`config.mk`:
```
export PLATFORM = sky130hd
export DESIGN_NAME = spi_rx_buffer
export DESIGN_NICKNAME = d
export VERILOG_FILES = /design/src/rtl/spi_rx_buffer.sv
export SDC_FILE = /design/constraint.sdc
export NUM_CORES = 1
export LEC_CHECK = 0
export BUFFER_PORTS_ARGS = -buffer_cell sky130_fd_sc_hd__buf_4
export CORE_MARGIN = 2
export CORE_UTILIZATION = 55
export CTS_BUF_LIST = sky130_fd_sc_hd__clkbuf_8 sky130_fd_sc_hd__clkbuf_16
export CTS_CLUSTER_DIAMETER = 120
export CTS_CLUSTER_SIZE = 28
export DETAILED_ROUTE_END_ITERATION = 7
export PLACE_DENSITY = 0.79
export SYNTH_ARGS = -nofsm -noshare
export SYNTH_HDL_FRONTEND = slang
export SYNTH_SLANG_ARGS = --single-unit
```
`constraint.sdc`:
```
create_clock -name spi_sclk -period 2.3 [get_ports spi_sclk]
set_input_delay 0.46 -clock spi_sclk [delete_from_list [all_inputs] [get_ports spi_sclk]]
set_output_delay 0.46 -clock spi_sclk [all_outputs]
set_load 0.01 [all_outputs]
```
`src/rtl/spi_rx_buffer.sv`:
```
// SPI-slave (mode 0) receive buffer: deserializes MOSI into DEPTH bytes clocked by spi_sclk alone.
// Optional sticky overrun flag is built when SPI_RX_BUFFER_OVERRUN_EN is defined.
module spi_rx_buffer #(
  parameter int DEPTH     = 4,
  parameter int LEN_WIDTH = 3
) (
  input  logic                 spi_sclk,
  input  logic                 spi_cs_n,
  input  logic                 spi_rx,
  output logic [7:0]           rx [DEPTH],
  input  logic [LEN_WIDTH-1:0] length,
  output logic                 done
`ifdef SPI_RX_BUFFER_OVERRUN_EN
  ,
  output logic                 overrun
`endif
);

  localparam logic [LEN_WIDTH-1:0] DEPTH_L = LEN_WIDTH'(DEPTH);
  localparam logic [LEN_WIDTH-1:0] ONE_L   = LEN_WIDTH'(1);

  logic [2:0]           bit_cnt;
  logic [LEN_WIDTH-1:0] byte_cnt;
  logic [6:0]           shreg;
  logic [7:0]           byte_in;
  logic                 byte_end;
  logic                 full;

  // byte_in is the completed byte on the 8th rise, so it lands in rx with no extra edge
  assign byte_in  = {shreg, spi_rx};
  assign byte_end = !spi_cs_n && (bit_cnt == 3'd7);
  assign full     = (byte_cnt == DEPTH_L);

  always_ff @(posedge spi_sclk) begin
    if (spi_cs_n) begin
      bit_cnt  <= 3'd0;
      byte_cnt <= '0;
      shreg    <= '0;
    end else begin
      shreg   <= byte_in[6:0];
      bit_cnt <= bit_cnt + 3'd1;
      if (byte_end && !full)
        byte_cnt <= byte_cnt + ONE_L;
    end
  end

  // rx has no reset so the last frame stays readable after spi_cs_n rises
  always_ff @(posedge spi_sclk) begin
    for (int i = 0; i < DEPTH; i++) begin
      if (byte_end && !full && (byte_cnt == LEN_WIDTH'(i)))
        rx[i] <= byte_in;
    end
  end

  assign done = (byte_cnt >= length) && (byte_cnt != '0);

`ifdef SPI_RX_BUFFER_OVERRUN_EN
  always_ff @(posedge spi_sclk) begin
    if (spi_cs_n)
      overrun <= 1'b0;
    else if (byte_end && full)
      overrun <= 1'b1;
  end
`endif

endmodule

```
Yosys cells after proc, flatten, opt, wreduce, memory -nomap -nowiden
Index checks and enable logic that the tools add are counted.
- register bits: 45
- output and inout port bits: 33
- reduce and logical (&&, ||, !) cells: 11
- order comparisons: 1
- equality and inequality tests: 5
- add/subtract/negate cells: 2
- operators by type and width (cell ; number):
    1-bit logical AND ; 7
    3-bit by 1-bit adder with 3-bit output (second input constant) ; 2
    3-bit by 2-bit == test with 1-bit output (second input constant) ; 2
    3-bit == test (second input constant) ; 2
    3-bit by 1-bit == test with 1-bit output (second input constant) ; 1
    3-bit greater-or-equal comparator ; 1
    3-bit zero test ; 1
    3-bit nonzero test ; 1
    1-bit zero test ; 2

Depth between registers and ports, before layout
- depth in word-level cells: 4
- gate-level depth with buffers: 5
- gate-level depth less buffers: 5

Least setup slack after synthesis
No wires, ideal clock.
- kind: reg-to-reg
- from: register byte_cnt[0]
- to: register rx[0] (netlist bit) (enable)
- cell stages (with the launch flop): 4
- path buffers: 0
- setup time: 0.375 ns
- period minus slack after synthesis: 1.543 ns
- data arrival time: 1.168 ns
- setup slack: 0.757 ns
- cell sequence: dfxtp_1 > inv_1 > ha_1 > a21oi_1
- longest elaborated chain between the ends: 4
- RTL lines (what ; RTL line ; RTL):
    start: declaration ; 23 ; logic [LEN_WIDTH-1:0] byte_cnt;
    start signal: assignment ; 43 ; byte_cnt <= byte_cnt + ONE_L;
    3-bit == test ; 32 ; assign full = (byte_cnt == DEPTH_L);
    1-bit zero test ; 50 ; if (byte_end && !full && (byte_cnt == LEN_WIDTH'(i)))
    1-bit logical AND ; 50 ;
    1-bit logical AND (*) ; 50 ;
    end signal: indexed assignment ; 51 ; rx[i] <= byte_in;
    end: declaration ; 10 ; output logic [7:0] rx [DEPTH],
Every way passes the cells marked *; elsewhere a longest branch is shown, timed or not.
A chain may end at the register's enable or synchronous reset.

Worst setup path in the final report
- from: register byte_cnt[0]
- to: output done
- longest elaborated chain between the ends: 2
- RTL lines (what ; RTL line ; RTL):
    3-bit greater-or-equal comparator or 3-bit nonzero test (tied branches) ; 55 ; assign done = (byte_cnt >= length) && (byte_cnt != '0);
    1-bit logical AND (*) ; 55 ;
    end: declaration ; 12 ; output logic done
Marked as above.

==> summary.md <==
| Metric | Value |
|---|---|
| CTS buffer count | `5` |
| Hold Path Sink | `rx[0]` |
| Worst Setup End Kind | `output pin` |
| Post-synth ARST share | `0` |
| Post-CTS Setup Inserts | `0` |
| Unrepaired setup endpoints after global routing | `false` |
| Syn_nets | `107` |
| I/O Buffers | `38` |
| Slew at the pin closest to its max-slew limit | `449 ps` |
| DRC | `0` |
| Reg2reg setup slack | `580 ps` |
| Core area | `2730 sq um` |
| Sink Count | `45` |
| Final hold violation count | `0` |
| DRC violation total after the first TritonRoute iteration | `10` |
| HPWL after DPL | `1690 um` |
| All-Layer GR Usage | `0.170` |
| WL final | `2430 um` |
| Area fraction of the dominant cell type after synthesis | `0.615` |
| H-tree Lvls | `2` |
| Most frequent cells in the layout | `buf_4 (39), edfxtp_1 (32), dfxtp_1 (13)` |
| Setup TNS | `0 ps` |
| Crit path kind | `reg2out` |
| Number of cell rows | `19` |
| Via/cell ratio | `5.11` |
| Outcome | `finished clean` |
| # resized after CTS | `0` |
| Final worst slack | `340 ps` |
| Arr. time, crit path | `1500 ps` |
| Slew Limit Fails | `0` |
| Starting Density | `0.571` |
| Max rail drop VDD | `732 uV` |
| Worst hold path depth | `1` |
| Clock transition at the registers of the reported paths | `80 ps` |
| Final setup skew | `3.25 ps` |
| Top cells by area, synth | `edfxtp_1 (62%), dfxtp_1 (17%), ha_1 (8.0%)` |
| Drt first pass iters | `4` |
| Worst R2R Path Depth | `4` |
| Post-CTS Hold Buffers | `0` |
| Slowest Stage Delay on Critical Path | `400 ps` |
| Hold crit path type | `in2reg` |
| CP max-delay cell | `dfxtp_1` |
| FF+latch count, synth | `45` |
| Largest net degree at the start of global routing | `16` |
| Required time of the worst setup path | `1840 ps` |
| Hold Startpoint | `spi_rx` |
| Worst path most repeated cell | `inv_1` |
| Post-synth EDFFs | `32` |
| Drt wl/cell | `14.5 um` |
| Initial antenna violation count | `0` |
| Final nets | `152` |
| Hold WS | `378 ps` |
| Max Freq | `510 MHz` |
| Vias in the first global route | `828` |
| Clock latency on the worst-skew pair | `290 ps` |
| CP max FO | `4` |
| PwrDens | `747 nW/um^2` |
| GPL Wtd Cong | `0.748` |
| Die Y | `57.3 um` |
| Synth Area per Inst | `17.2 sq um` |
| Crit path launch type | `register` |
| Root Buffer Master | `clkbuf_8` |
| Detail Route Antenna Nets | `0` |
| Die area | `3280 sq um` |
| CTS tree | `done` |
| I/O pin count | `39` |
| Primary FF master, synth | `edfxtp_1` |
| Tmin final | `1960 ps` |
| Syn Std Cell Area | `1560 sq um` |
| Final setup viols | `0` |
| Setup WS pre-CTS | `561 ps` |
| Layout area overhead | `28.2%` |
| Synth warnings | `0` |
| Relative slew slack | `0.701` |
| Vias | `859` |
| Post-route clock period utilization | `0.852` |
| Final Power | `1.49 mW` |
| Netlist cell types | `18` |
| P_leak | `0.780 nW` |
| Reg2reg start | `bit_cnt[0]` |
| Share of post-route cells with drive strength above 1 | `0.350` |
| Global-route wire length before repair | `3940 um` |
| Most common cell after layout, fill and taps aside | `buf_4` |
| Synth area leader | `edfxtp_1` |
| MaxCap Viol Count | `0` |
| Sequential element share of the synthesized area | `0.782` |
| Gate Count Post-Synth | `91` |
| Global route total overflow | `0` |
| Diode count | `0` |
| Longest Clk Path Bufs | `2` |
| Die X-Extent | `57.3 um` |
| Critical-path cell list | `inv_1, ha_1, inv_1, o22ai_1, a21oi_1, buf_4` |
| R2R Path End | `rx[18]` |
==> where the power goes <==
part,leakage [nW],switching [mW],internal [mW]
Sequential,0.371,0.00516,0.868
Clock,0.0626,0.247,0.349
Combinational,0.347,0.0113,0.0134
Total,0.780,0.264,1.23
==> layout make-up <==
type                       instances  area, sq um
clock buffer                       6         82.6
timing repair buffer              39          293
multi-input combinational         38          307
inverter                           7         26.3
clock inverter                     2         33.8
tap                               31         38.8
fill                             163          732
sequential                        45         1220
==> sequential cells by signal, summed over array words and instances, names as in the netlist <==
| register | count |
|---|---|
| bit_cnt | 3 |
| shreg | 7 |
| rx | 32 |
| byte_cnt | 3 |
==> synthesized netlist by cell type (3+ instances only) <==
| cell | n |
|---|---|
| a21oi_1 | 3 |
| and2_1 | 3 |
| dfxtp_1 | 13 |
| edfxtp_1 | 32 |
| ha_1 | 10 |
| inv_1 | 7 |
| nor2_1 | 4 |
| nor2b_1 | 9 |
==> metrics by stage <==
| stage | util | instance area [sq um] | instances |
|---|---|---|---|
| after floorplan | - | 1560 | 91 |
| after global placement | 0.690 | 1890 | 160 |
| after detailed placement | 0.690 | 1890 | 160 |
| after CTS | 0.732 | 2000 | 168 |
| after global routing | 0.732 | 2000 | 168 |
| final | 0.732 | 2000 | 168 |
==> critical path, delay by kind of cell (launching register included) <==
family	cells	cell delay [ps]
flops	1	400
buf+inv	3	330
fa+ha+maj	1	260
compound gates	2	220
==> cell families (layout without fill, tap and decap cells) <==
| kind of cell | after synthesis | in the layout | synth area share |
|---|---|---|---|
| xor+xnor | 1 | 1 | 0.00561 |
| flops | 45 | 45 | 0.782 |
| simple gates | 19 | 19 | 0.0753 |
| buf+inv | 8 | 54 | 0.0216 |
| fa+ha+maj | 10 | 10 | 0.0801 |
| mux | 1 | 1 | 0.00641 |
| compound gates | 7 | 7 | 0.0288 |
==> metal layers <==
layer / share of wire / track usage
met3: 0.079 / 0.0771
met1: 0.40 / 0.192
met4: 0.021 / 0.0698
met5: 0 / 0
met2: 0.50 / 0.281
==> how the worst max path moves through the flow <==
stage | from | to | cells after the start | slack (ps)
4_1_cts | byte_cnt[0] | done | 6 | 330
6_report | byte_cnt[0] | done | 6 | 340
2_1_floorplan | byte_cnt[0] | rx[0] | 3 | 760
3_3_place_gp | bit_cnt[0] | rx[18] | 4 | 610
5_1_grt | byte_cnt[0] | done | 5 | 180
3_5_place_dp | bit_cnt[0] | rx[18] | 4 | 560
No activity file was read; power rests on OpenSTA's default activity.
